===== config.mk =====
export PLATFORM = sky130hd
export DESIGN_NAME = apu_arbiter
export DESIGN_NICKNAME = d
export VERILOG_FILES = /design/src/rtl/apu_arb_pkg.sv /design/src/rtl/apu_rr_picker.sv /design/src/rtl/apu_arbiter.sv
export SDC_FILE = /design/constraint.sdc
export NUM_CORES = 1
export LEC_CHECK = 0
export CORE_AREA = 2 2 151 153
export DETAILED_ROUTE_END_ITERATION = 10
export DIE_AREA = 0 0 153 155
export PLACE_DENSITY = 0.47
export SLEW_MARGIN = 10
export SYNTH_ARGS = -nofsm -noshare
export SYNTH_HDL_FRONTEND = slang
export SYNTH_SLANG_ARGS = --single-unit

===== constraint.sdc =====
create_clock -name clk_i -period 6.3 [get_ports clk_i]
set_clock_uncertainty 0.05 [all_clocks]
set_input_delay 1.575 -clock clk_i [delete_from_list [all_inputs] [get_ports clk_i]]
set_output_delay 1.575 -clock clk_i [all_outputs]
set_load 0.02 [all_outputs]

===== src/rtl/apu_arb_pkg.sv =====
// apu_arb_pkg: shared types and helpers for the APU arbiter.
// Arbiter FSM states, outstanding-counter width and tag width helper.
package apu_arb_pkg;

  typedef enum logic {
    IDLE = 1'b0,
    HOLD = 1'b1
  } arb_state_e;

  // Outstanding counters must hold MAX_OUTST up to 15.
  localparam int CNT_W = 4;

  // Tag width: enough bits to name every requester, never less than one.
  function automatic int tag_w(input int n);
    return (n <= 2) ? 1 : $clog2(n);
  endfunction

endpackage


===== src/rtl/apu_rr_picker.sv =====
// apu_rr_picker: combinational round-robin search.
// Returns the first eligible index at or above rr_ptr, wrapping modulo NB_REQ.
module apu_rr_picker #(
  parameter int NB_REQ = 2,
  parameter int TAG_W  = 1
)(
  input  logic [NB_REQ-1:0] eligible,
  input  logic [TAG_W-1:0]  rr_ptr,
  output logic [TAG_W-1:0]  winner,
  output logic              any
);

  int idx;

  // Walk offsets from farthest to nearest so the nearest eligible index wins.
  always_comb begin
    winner = '0;
    any    = 1'b0;
    idx    = 0;
    for (int k = NB_REQ - 1; k >= 0; k--) begin
      idx = int'(rr_ptr) + k;
      if (idx >= NB_REQ) idx = idx - NB_REQ;
      if (eligible[idx]) begin
        winner = TAG_W'(idx);
        any    = 1'b1;
      end
    end
  end

endmodule


===== src/rtl/apu_arbiter.sv =====
// apu_arbiter: round-robin sharing of one FPU between NB_REQ requesters.
// Requests are tagged with the requester index; responses are routed back by tag.
// Optional macro APU_ARB_STATS_EN adds per-requester saturating grant counters.
module apu_arbiter
  import apu_arb_pkg::*;
#(
  parameter int NB_REQ     = 2,
  parameter int WIDTH      = 32,
  parameter int OP_WIDTH   = 6,
  parameter int FLAG_WIDTH = 5,
  parameter int MAX_OUTST  = 4,
  localparam int TAG_W     = tag_w(NB_REQ)
)(
  input  logic                       clk_i,
  input  logic                       rst_i,
  input  logic [NB_REQ-1:0]          req_i,
  output logic [NB_REQ-1:0]          gnt_o,
  input  logic [NB_REQ*3*WIDTH-1:0]  operands_i,
  input  logic [NB_REQ*OP_WIDTH-1:0] op_i,
  output logic [NB_REQ-1:0]          rvalid_o,
  output logic [WIDTH-1:0]           result_o,
  output logic [FLAG_WIDTH-1:0]      rflags_o,
  output logic                       apu_req_o,
  input  logic                       apu_gnt_i,
  output logic [3*WIDTH-1:0]         apu_operands_o,
  output logic [OP_WIDTH-1:0]        apu_op_o,
  output logic [TAG_W-1:0]           apu_tag_o,
  input  logic                       apu_rvalid_i,
  input  logic [TAG_W-1:0]           apu_rtag_i,
  input  logic [WIDTH-1:0]           apu_result_i,
  input  logic [FLAG_WIDTH-1:0]      apu_rflags_i,
  output logic                       protocol_err_o
`ifdef APU_ARB_STATS_EN
  ,
  output logic [NB_REQ*16-1:0]       grant_cnt_o
`endif
);

  arb_state_e        state_reg, state_next;
  logic [TAG_W-1:0]  rr_ptr_reg, rr_ptr_next;
  logic [TAG_W-1:0]  winner_q_reg, winner_q_next;
  logic              err_reg;

  logic [NB_REQ-1:0] eligible;
  logic [NB_REQ-1:0] gnt;
  logic [NB_REQ-1:0] rvalid;
  logic [NB_REQ-1:0] orphan;
  logic [TAG_W-1:0]  winner;
  logic [TAG_W-1:0]  sel;
  logic              any;
  logic              req_out;
  logic              drop_err;
  logic              resp_ok;
  logic              err_set;

  // Pointer to the index after w, wrapping at NB_REQ.
  function automatic logic [TAG_W-1:0] ptr_after(input logic [TAG_W-1:0] w);
    if (int'(w) >= NB_REQ - 1) return '0;
    return w + TAG_W'(1);
  endfunction

  apu_rr_picker #(
    .NB_REQ (NB_REQ),
    .TAG_W  (TAG_W)
  ) u_picker (
    .eligible (eligible),
    .rr_ptr   (rr_ptr_reg),
    .winner   (winner),
    .any      (any)
  );

  // Responses carrying an out-of-range tag are dropped entirely.
  assign resp_ok = apu_rvalid_i && (int'(apu_rtag_i) < NB_REQ);

  // Per-requester outstanding counters, eligibility and response decode.
  for (genvar gi = 0; gi < NB_REQ; gi++) begin : g_req
    logic [CNT_W-1:0] cnt_reg;
    logic             dec;

    assign rvalid[gi]   = resp_ok && (int'(apu_rtag_i) == gi);
    assign dec          = rvalid[gi] && (cnt_reg != '0);
    assign orphan[gi]   = rvalid[gi] && (cnt_reg == '0);
    assign eligible[gi] = req_i[gi] && (cnt_reg < CNT_W'(MAX_OUTST));

    // Count in-flight operations; simultaneous grant and response cancel out.
    always_ff @(posedge clk_i) begin
      if (rst_i) begin
        cnt_reg <= '0;
      end else if (gnt[gi] && !dec) begin
        cnt_reg <= cnt_reg + CNT_W'(1);
      end else if (!gnt[gi] && dec) begin
        cnt_reg <= cnt_reg - CNT_W'(1);
      end
    end
  end

  // Arbitration FSM: pick in IDLE, lock the winner in HOLD until accepted.
  always_comb begin
    state_next    = state_reg;
    rr_ptr_next   = rr_ptr_reg;
    winner_q_next = winner_q_reg;
    gnt           = '0;
    sel           = winner;
    req_out       = 1'b0;
    drop_err      = 1'b0;
    case (state_reg)
      IDLE: begin
        sel     = winner;
        req_out = any;
        if (any) begin
          if (apu_gnt_i) begin
            gnt[winner] = 1'b1;
            rr_ptr_next = ptr_after(winner);
          end else begin
            winner_q_next = winner;
            state_next    = HOLD;
          end
        end
      end
      HOLD: begin
        sel     = winner_q_reg;
        req_out = 1'b1;
        if (!req_i[winner_q_reg]) begin
          drop_err   = 1'b1;
          state_next = IDLE;
        end else if (apu_gnt_i) begin
          gnt[winner_q_reg] = 1'b1;
          rr_ptr_next       = ptr_after(winner_q_reg);
          state_next        = IDLE;
        end
      end
      default: state_next = IDLE;
    endcase
  end

  assign err_set = drop_err || (apu_rvalid_i && !resp_ok) || (|orphan);

  // State, round-robin pointer, held winner and sticky error register.
  always_ff @(posedge clk_i) begin
    if (rst_i) begin
      state_reg    <= IDLE;
      rr_ptr_reg   <= '0;
      winner_q_reg <= '0;
      err_reg      <= 1'b0;
    end else begin
      state_reg    <= state_next;
      rr_ptr_reg   <= rr_ptr_next;
      winner_q_reg <= winner_q_next;
      err_reg      <= err_reg | err_set;
    end
  end

  // Every output is forced to zero while reset is asserted.
  assign gnt_o          = rst_i ? '0 : gnt;
  assign apu_req_o      = rst_i ? 1'b0 : req_out;
  assign apu_tag_o      = rst_i ? '0 : sel;
  assign apu_operands_o = rst_i ? '0 : operands_i[int'(sel)*3*WIDTH +: 3*WIDTH];
  assign apu_op_o       = rst_i ? '0 : op_i[int'(sel)*OP_WIDTH +: OP_WIDTH];
  assign rvalid_o       = rst_i ? '0 : rvalid;
  assign result_o       = rst_i ? '0 : apu_result_i;
  assign rflags_o       = rst_i ? '0 : apu_rflags_i;
  assign protocol_err_o = rst_i ? 1'b0 : err_reg;

`ifdef APU_ARB_STATS_EN
  for (genvar gi = 0; gi < NB_REQ; gi++) begin : g_stats
    logic [15:0] stat_reg;

    // Saturating grant counter for requester gi.
    always_ff @(posedge clk_i) begin
      if (rst_i) begin
        stat_reg <= '0;
      end else if (gnt[gi] && (stat_reg != 16'hFFFF)) begin
        stat_reg <= stat_reg + 16'd1;
      end
    end

    assign grant_cnt_o[gi*16 +: 16] = rst_i ? 16'd0 : stat_reg;
  end
`endif

endmodule

-- After elaboration in Yosys (flattened, before gate mapping)
Index checks and enable logic that the tools add are counted.
- logic and storage cells: 128
- register bits after elaboration: 12
- bits of input ports: 248
- output and inout bits: 146
- add/sub/neg operators: 9
- reduce and logical (&&, ||, !) cells: 28
- bitwise operators: 4
- shifts and indexed selects: 2
- order comparisons: 12
- equal/unequal tests: 4
- multiply operators: 2
- mux-type cells: 61
- operator list (operator ; number):
    variable part select 192 x 9 -> 96 bit ; 1
    2-to-1 mux 32 bit ; 3
    2-to-1 mux 96 bit ; 1
    less-than comparator 32 x 3 -> 1 bit, second input constant ; 2
    2-to-1 mux 1 bit ; 38
    >= comparator 32 x 3 -> 1 bit, second input constant ; 1
    subtractor 32 x 3 -> 32 bit, second input constant ; 1
    2-to-1 mux 4 bit ; 4
    logical AND 1 bit ; 14
    2-to-1 mux 2 bit ; 6
    variable part select 12 x 5 -> 6 bit ; 1
    adder 4 x 1 -> 4 bit, second input constant ; 2
    zero test 4 bit ; 2
    less-than comparator 4 x 3 -> 1 bit, second input constant ; 2
    case mux 1 bit (2 select lines) ; 4
    nonzero test 4 bit ; 2
    subtractor 4 x 1 -> 4 bit, second input constant ; 2
    multiplier 1 x 2 -> 3 bit, second input constant ; 2
    2-to-1 mux 6 bit ; 1
    inequality test 2 bit, second input constant ; 3
    2-to-1 mux 5 bit ; 1
    >= comparator 1 bit, second input constant ; 4
    zero test 1 bit ; 4
    less-than comparator 1 x 2 -> 1 bit, second input constant ; 2
    other kinds (14) ; 19

-- Depth between registers and ports, before layout
Gate-level depths: netlist of run 1.
- word-level depth: 19
- gate-level depth with buffers: 11
- gate-level depth less buffers: 11

-- Hierarchy
From an unflattened synthesis of run 1, not the netlist that was laid out.
- cells, all modules: 480
- area total of the unflattened synthesis: 2523.7 um^2
- modules (own cells, without submodules) (module ; cells each ; times used ; area each (um^2) ; seq. area each (um^2)):
    apu_arbiter ; 477 ; 1 ; 2506.2 ; 240.2
    apu_rr_picker ; 3 ; 1 ; 17.5 ; 0.0

-- Worst setup path before layout of run 1
Ideal clock, no wire load.
- path kind: input port to output port
- start point: in req_i[1]
- end point: out apu_operands_o[31]
- path buffers: 2
- cell stages on the path: 6
- path slack: 1.700 ns
- arrival time: 2.975 ns
- data required time: 4.675 ns
- path through: or3b_1 o31ai_4 buf_4 buf_6 mux2i_1 nor2_1
- cells in the longest elaborated chain, start to end: 10
- elaborated cells on any way between the ends: 13
- classes of those cells: 1 x mul; 1 x shift; 10 x mux; 1 x reduce/logical
- RTL lines (item ; RTL line ; RTL):
    start, declared ; apu_arbiter.sv:16 ; input logic [NB_REQ-1:0] req_i,
    logical AND 1 bit (*) ; apu_arbiter.sv:83 ; assign eligible[gi] = req_i[gi] && (cnt_reg < CNT_W'(MAX_OUTST));
    2-to-1 mux 1 bit (not written as such) (3 in a row) ; apu_rr_picker.sv:23 ; if (eligible[idx]) begin
    2-to-1 mux 1 bit ; apu_rr_picker.sv:23 ;
    2-to-1 mux 1 bit (*) ; apu_rr_picker.sv:23 ;
    case mux 1 bit (2 select lines) (*) ; apu_arbiter.sv:106 ; case (state_reg)
    multiplier 1 x 2 -> 3 bit (*) ; apu_arbiter.sv:157 ; assign apu_operands_o = rst_i ? '0 : operands_i[int'(sel)*3*WIDTH +: 3*WIDTH];
    variable part select 192 x 9 -> 96 bit (*) ; apu_arbiter.sv:157 ;
    2-to-1 mux 96 bit (*) ; apu_arbiter.sv:157 ;
    end, declared ; apu_arbiter.sv:25 ; output logic [3*WIDTH-1:0] apu_operands_o,
Every way passes the cells marked *; elsewhere a longest branch is shown, timed or not. The select of a mux whose other input is x is not followed.

-- Worst setup path after layout of run 1
- start point: in req_i[1]
- end point: out apu_operands_o[53]
The elaborated chain is that of the path after synthesis.

==> results of run 1 <==
-- Yosys cell counts --
cell type / number / area (sq um)
sky130_fd_sc_hd__nor2_1: 117 / 439
sky130_fd_sc_hd__mux2i_1: 106 / 1060
sky130_fd_sc_hd__nor2b_1: 40 / 250
sky130_fd_sc_hd__clkbuf_1: 20 / 75.1
sky130_fd_sc_hd__dfxtp_1: 12 / 240
sky130_fd_sc_hd__a21oi_1: 7 / 35.0
sky130_fd_sc_hd__buf_6: 7 / 78.8
sky130_fd_sc_hd__ha_1: 6 / 75.1
sky130_fd_sc_hd__inv_1: 5 / 18.8
sky130_fd_sc_hd__nand2_1: 4 / 15.0
sky130_fd_sc_hd__nand3_1: 4 / 20.0
sky130_fd_sc_hd__a31oi_1: 3 / 18.8
sky130_fd_sc_hd__and2_1: 3 / 18.8
sky130_fd_sc_hd__buf_2: 3 / 15.0
sky130_fd_sc_hd__or4_1: 3 / 22.5
sky130_fd_sc_hd__a211oi_1: 2 / 15.0
sky130_fd_sc_hd__and3_1: 2 / 12.5
sky130_fd_sc_hd__fa_1: 2 / 40.0
sky130_fd_sc_hd__mux2_2: 2 / 22.5
sky130_fd_sc_hd__nand3b_1: 2 / 15.0
sky130_fd_sc_hd__o31ai_1: 2 / 15.0
sky130_fd_sc_hd__xnor2_1: 2 / 17.5
sky130_fd_sc_hd__xor2_1: 2 / 17.5
sky130_fd_sc_hd__a21boi_0: 1 / 7.51
sky130_fd_sc_hd__a32oi_1: 1 / 8.76
sky130_fd_sc_hd__buf_4: 1 / 7.51
sky130_fd_sc_hd__nor3b_1: 1 / 7.51
sky130_fd_sc_hd__nor4b_1: 1 / 8.76
sky130_fd_sc_hd__o31ai_4: 1 / 21.3
sky130_fd_sc_hd__or3_1: 1 / 6.26
sky130_fd_sc_hd__or3b_1: 1 / 8.76
sky130_fd_sc_hd__or3b_2: 1 / 8.76
-- power by group through the flow --
stage	clock network, mW	logic [mW]	registers, mW
CTS	0.132	1.13	0.132
global route	0.135	1.20	0.137
detailed placement	0	1.12	0.134
finish	0.131	1.11	0.132
floorplan	0	0.652	0.123
global placement	0	1.12	0.136
-- how the worst min path moves through the flow --
| stage | startpoint | cells past startpoint | slack [ns] | endpoint |
|---|---|---|---|---|
| 2_1_floorplan | rr_ptr_reg | 2 | 0.43 | rr_ptr_reg |
| 3_3_place_gp | winner_q_reg | 2 | 0.49 | winner_q_reg |
| 3_5_place_dp | rr_ptr_reg | 2 | 0.47 | rr_ptr_reg |
| 4_1_cts | rr_ptr_reg | 2 | 0.48 | rr_ptr_reg |
| 5_1_grt | winner_q_reg | 2 | 0.52 | winner_q_reg |
| 6_report | rr_ptr_reg | 2 | 0.48 | rr_ptr_reg |
-- per-stage QoR --
stage | hold slack, ns | area [sq um] | cells | util (%)
2_1_floorplan | 0.427 | 2620 | 365 | -
3_3_place_gp | 0.490 | 6870 | 1022 | 30.9
3_5_place_dp | 0.467 | 6870 | 1022 | 30.9
4_1_cts | 0.476 | 6960 | 1026 | 31.3
5_1_grt | 0.520 | 6960 | 1027 | 31.3
6_report | 0.479 | 6960 | 1027 | 31.3
-- final cells by class --
cell class,count,area [sq um]
well taps,285,357
clock buffers,4,88.8
fillers,2347,15300
inverters,5,18.8
diodes,1,2.50
multi-input cells,317,2190
flip-flops and latches,12,240
repair buffers,403,4070
-- routing by layer --
| metal | track usage (%) | vias up |
|---|---|---|
| li1 | - | 1978 |
| met1 | 16.3 | 1765 |
| met2 | 23.9 | 222 |
| met3 | 2.98 | 10 |
| met4 | 0.926 | 0 |
| met5 | 0 | - |
-- logic make-up (layout without fill, tap and decap cells) --
kind of cell | after synthesis | count (layout)
buf+inv | 36 | 412
flops | 12 | 12
compound gates | 17 | 17
fa+ha+maj | 8 | 8
mux | 108 | 108
simple gates | 180 | 180
xor+xnor | 4 | 4
other cells | 0 | 1
-- worst max-delay path: stages --
cell and delay (ns):
sky130_fd_sc_hd__clkdlybuf4s50_1 0.49, sky130_fd_sc_hd__or3b_1 0.45, sky130_fd_sc_hd__o31ai_4 0.31, sky130_fd_sc_hd__buf_12 0.25
sky130_fd_sc_hd__buf_12 0.22, sky130_fd_sc_hd__mux2i_1 0.09, sky130_fd_sc_hd__nor2_1 0.15, sky130_fd_sc_hd__clkdlybuf4s50_1 0.65
==> metrics.md, run 1 <==
| Metric | Value |
|---|---|
| Run status | `finished, final reports clean` |
| Wire length of the first global-routing pass | `around 24,000 um` |
| Fraction of the mapped netlist area in compound gates | `under 10%` |
| Clock tree sinks | `12` |
| Final RePlAce weighted congestion | `0.719` |
| M1 WL | `6960 um` |
| Max-capacitance violation count | `0` |
| Maximum number of pins on one net before global-route repair | `between 80 and 90` |
| RSZ-0062 raised after global routing | `false` |
| Final setup viols | `0` |
| Die X-Extent | `153 um` |
| Post-detailed-routing wire length | `16,900 um` |
| Clock Pin Slew Worst Setup and Hold Paths | `0.05 ns` |
| Number of hold-repair buffers added at the cts stage | `0` |
| Total number of yosys warnings | `0` |
| Arrival time worst endpoint | `~4.3 ns` |
| Met2 WL post-DR | `8560 um` |
| TritonCTS buffer count | `3` |
| Post-synthesis average cell area | `7.19 sq um` |
| Critical R2R Launch | `g_req[1].cnt_reg[3]` |
| I/O pin count | `394` |
| Area enclosed by the die boundary | `23,700 sq um` |
| Worst slack, placed | `around 0.44 ns` |
| Placeable core region | `22,200 sq um` |
| Category of the worst setup path launch point | `primary input` |
| Metal3 WL | `1300 um` |
| Number of distinct library cell variants in the gate-level netlist after synthesis | `32` |
| Number of levels in the clock H-tree | `1` |
| Buffer type at the clock tree root | `sky130_fd_sc_hd__clkbuf_16` |
| Combinational family with the most area after synthesis | `multiplexers` |
| Switching share of power | `between 40% and 50%` |
| Depth of the worst register-to-register path | `11` |
| Die height | `155 um` |
| Number of flip-flops in the largest register | `8` |
| Hpwl dp | `14,500 um` |
| Post-route DRC violation count | `0` |
| Adder-cell share of the synthesized area | `roughly 4.4%` |
| PD cells | `roughly 200 nW/um^2` |
| Max transition margin | `65.4%` |
| Layout area overhead | `165%` |
| Post-CTS sizing | `0` |
| Number of DRC violations after detailed-routing iteration 0 | `128` |
| Number of input and output port buffers inserted | `393` |
| Post-synthesis instance total | `365` |
| Clock group share of total power | `9.6%` |
| Worst setup path start | `req_i[1]` |
| Global Route Usage Sum | `a little over an eighth` |
| Fin Setup TNS | `0 ns` |
| Global-route congestion overflow total | `0` |
| Internal power contribution | `0.794 mW` |
| Setup Buffers After CTS | `0` |
| Endpoint of the lowest-slack register-to-register path | `g_req[1].cnt_reg[3]` |
| Core Rows | `55` |
| Total power draw | `approximately 1.4 mW` |
| Seq pwr share | `9.6%` |
| Register area share after synthesis | `roughly 9.2%` |
| Top achievable clock speed | `170 MHz` |
| Post-synthesis share of cell area spent on and, or, nand and nor gates | `31.8%` |
| Max Fanout on Critical Path | `24` |
| Worst-case setup margin in the final layout | `0.429 ns` |
| Mux contribution to synthesized area | `41.3%` |
| DRT antenna net count | `0` |
| Syn Std Cell Area | `2620 sq um` |
| Switching power of the nets | `0.582 mW` |
| Commonest cells after routing, fill and taps aside | `sky130_fd_sc_hd__clkdlybuf4s50_1, sky130_fd_sc_hd__nor2_1, sky130_fd_sc_hd__mux2i_1, sky130_fd_sc_hd__nor2b_1, sky130_fd_sc_hd__dfxtp_1` |
| Clock tree from TritonCTS | `done` |
| R2R Setup Slk | `3.22 ns` |
| Highest metal layer with signal wires | `met4` |
| Final min period | `about 6 ns` |
| Post-synthesis share of cell area spent on xor and xnor gates | `under 10%` |
| Pre-Repair DR Iteration Count | `4` |
| Buffer depth of the longest clock path | `2` |
| Avg WL per Cell | `approximately 16 um` |
| Initial standard-cell utilization of the core | `11.8%` |
| Final critical-path share of the clock period | `between 90 and 100%` |
| DR vias | `3,975` |
| Combinational share of power | `approximately four fifths` |
| Vias/cell | `3.87` |
| Final hold vios | `0` |
| Worst Path Class, Setup | `primary input to output port` |
| Destination of the critical timing path | `apu_operands_o[53]` |
| Data required time of the critical path | `4.68 ns` |
| Net Count, Synth | `621` |
| Initial antenna violation count | `4` |
| Worst ir drop on vdd | `0.114 mV` |
| #FFs+latches synth | `12` |
| Worst Tran Pin Value | `0.519 ns` |
| Fin nets | `998` |
| Type of the most critical hold path | `flop to flop` |
| Fraction of layout cells with a size suffix above 1 | `2.56%` |
| Clock latency on the worst-skew pair | `0.24 ns` |
| Vias in the first global route | `3,941` |
| Kind of end point of the critical path | `output port` |
| Static Leak | `2.61 nW` |
| Leading cell type in the layout, fill and taps excluded | `sky130_fd_sc_hd__clkdlybuf4s50_1` |
| Final-report max-slew violation count | `0` |
No activity file was read; power rests on OpenSTA's default activity.
==> run 2: changes to the inputs <==
--- a/config.mk
+++ b/config.mk
@@ -5,9 +5,9 @@
 export SDC_FILE = /design/constraint.sdc
 export NUM_CORES = 1
 export LEC_CHECK = 0
-export CORE_AREA = 2 2 151 153
+export CORE_AREA = 4 4 153 155
 export DETAILED_ROUTE_END_ITERATION = 10
-export DIE_AREA = 0 0 153 155
+export DIE_AREA = 0 0 157 159
 export PLACE_DENSITY = 0.47
 export SLEW_MARGIN = 10
 export SYNTH_ARGS = -nofsm -noshare
==> run 2 against run 1 <==
Compared with the run above:
- worst hold slack got worse by 0.013 ns
- clock power about the same
- sequential power about the same
- global-route usage decreased by 0.99 points
- non-clock buffer count decreased by 5
- critical path depth decreased by 1
- first-iteration DRC count increased by 36%
- cell count decreased by 0.97%
- largest power group unchanged
==> metrics.md, run 2 (synthesis results as in run 1) <==
| Metric | Value |
|---|---|
| Clock latency on the worst-skew pair | `0.24 ns` |
| Instance area at placement | `6820 sq um` |
| Cells traversed along the worst timing path | `clkdlybuf4s50_1, or3b_1, o31ai_4, buf_12, mux2i_1, nor2_1, clkdlybuf4s50_1` |
| Setup Buffers After CTS | `0` |
| Post-detailed-routing wire length | `between 15,000 and 20,000 um` |
| R2R Setup Slk | `~3.2 ns` |
| Number of DRC violations after detailed-routing iteration 0 | `between 150 and 200` |
| Worst ir drop on vdd | `approximately 0.13 mV` |
| Area enclosed by the die boundary | `25,000 sq um` |
| Core Rows | `54` |
| WHS | `0.466 ns` |
| Fraction of met3 tracks used by global routing | `under 10%` |
| Final min period | `5.90 ns` |
| Commonest cells after routing, fill and taps aside | `sky130_fd_sc_hd__clkdlybuf4s50_1, sky130_fd_sc_hd__nor2_1, sky130_fd_sc_hd__mux2i_1, sky130_fd_sc_hd__nor2b_1, sky130_fd_sc_hd__dfxtp_1` |
| Die height | `approximately 160 um` |
| Vias in the first global route | `around 3,900` |
| Min-Delay Startpoint | `err_reg` |
| Layout area overhead | `163%` |
| Buffer type at the clock tree root | `sky130_fd_sc_hd__clkbuf_16` |
| TritonCTS buffer count | `3` |
| Run status | `finished, final reports clean` |
| Worst Path Class, Setup | `primary input to output port` |
| Final setup viols | `0` |
| Filler cells | `roughly 2,300` |
| Data required time of the critical path | `4.68 ns` |
| Final critical-path share of the clock period | `93.7%` |
| Final non-filler cell area | `6910 sq um` |
| Vias/cell | `a little under 4` |
| Max transition margin | `64.2%` |
| Worst Tran Pin Value | `0.537 ns` |
| Initial antenna violation count | `2` |
| GRT met2 Usage | `22.8%` |
| Number of input and output port buffers inserted | `393` |
| PD cells | `195 nW/um^2` |
| Die X-Extent | `157 um` |
| Endpoint of the lowest-slack register-to-register path | `g_req[1].cnt_reg[3]` |
| Final hold vios | `0` |
| I/O pin count | `394` |
| Clock tree from TritonCTS | `done` |
| Final-report max-slew violation count | `0` |
| Slowest stage cell on the critical path | `sky130_fd_sc_hd__clkdlybuf4s50_1` |
| Post-CTS sizing | `0` |
| Number of flip-flops in the largest register | `8` |
| Delay of the slowest cell on the worst path | `0.56 ns` |
| Clock tree sinks | `12` |
| Category of the worst setup path launch point | `primary input` |
| Max-capacitance violation count | `0` |
| Met1 global-route usage | `about an eighth` |
| Post-layout utilization of the core | `31.7%` |
| Critical R2R Launch | `g_req[1].cnt_reg[3]` |
| Final RePlAce weighted congestion | `approximately 0.75` |
| Maximum number of pins on one net before global-route repair | `67` |
| Wire length of the first global-routing pass | `23,700 um` |
| Total power draw | `1.35 mW` |
| RSZ-0062 raised after global routing | `false` |
| Leading cell type in the layout, fill and taps excluded | `sky130_fd_sc_hd__clkdlybuf4s50_1` |
| Kind of end point of the critical path | `output port` |
| DR vias | `3,920` |
| Global-route congestion overflow total | `0` |
| Worst hold path cell count | `2` |
| Hpwl dp | `14,400 um` |
| Fin nets | `993` |
| Placeable core region | `21,800 sq um` |
| End of the worst hold path | `err_reg` |
| Layer with the highest usage | `met2` |
| DRT antenna net count | `0` |
| Clock Pin Slew Worst Setup and Hold Paths | `0.05 ns` |
| Fin Setup TNS | `0 ns` |
| Buffer depth of the longest clock path | `2` |
| Initial standard-cell utilization of the core | `12.0%` |
| Most prevalent standard cell on the critical path | `sky130_fd_sc_hd__clkdlybuf4s50_1` |
| Pre-Repair DR Iteration Count | `4` |
| Post-route DRC violation count | `0` |
| Depth of the worst register-to-register path | `10` |
| Arrival time worst endpoint | `4.28 ns` |
| Type of the most critical hold path | `flop to flop` |
| Global Route Usage Sum | `12.1%` |
| Fraction of layout cells with a size suffix above 1 | `1.90%` |
| Avg WL per Cell | `around 17 um` |
| Top achievable clock speed | `169 MHz` |
| Static Leak | `about 2.6 nW` |
| Number of hold-repair buffers added at the cts stage | `0` |
| Max Fanout on Critical Path | `66` |
| Number of levels in the clock H-tree | `1` |
run 2: changes by cell type in the layout (fill, tap and decap cells not counted), sizes merged:
cell / before / now
buf: 11 / 6
run 2: routing by layer:
metal  vias to the layer above  routed length (um)
met5                         -                   0
met4                         0                 281
met2                       227                8450
met1                      1706                6220
met3                        18                1860
li1                       1969                   -
run 2: how the worst max path moves through the flow:
stage                     depth (start not counted)  slack (ns)                  to      from
after floorplan                                   6        1.70  apu_operands_o[31]  req_i[1]
after global placement                            7        0.38  apu_operands_o[55]  req_i[1]
after detailed placement                          7        0.36   apu_operands_o[2]  req_i[1]
after CTS                                         7        0.36   apu_operands_o[2]  req_i[1]
after global routing                              7        0.25  apu_operands_o[55]  req_i[1]
final                                             7        0.40   apu_operands_o[2]  req_i[1]
run 2: report_power, final:
group / internal [mW] / total [mW] / switching (mW) / leakage (nW)
Combinational: 0.579 / 1.08 / 0.505 / 2.44
Clock: 0.0961 / 0.132 / 0.0358 / 0.0442
Sequential: 0.101 / 0.130 / 0.0291 / 0.0988
run 2: stage by stage:
stage          worst slack [ns]  std cells
2_1_floorplan              1.70        365
3_3_place_gp              0.384       1012
3_5_place_dp              0.364       1012
4_1_cts                   0.356       1016
5_1_grt                   0.249       1017
6_report                  0.395       1017
run 2: final cells by class:
type,count,area (sq um),area share [%]
Timing Repair Buffer,398,4020,58.2
Multi-Input combinational cell,317,2190,31.7
Tap cell,280,350,5.07
Sequential cell,12,240,3.48
Clock buffer,4,88.8,1.29
Inverter,5,18.8,0.272
Antenna cell,1,2.50,0.0362
run 2: worst max-delay path: cells and delay by family:
| family | cells | cell delay [ns] |
|---|---|---|
| simple gates | 2 | 0.52 |
| compound gates | 1 | 0.31 |
| mux | 1 | 0.34 |
| buf+inv | 3 | 1.44 |
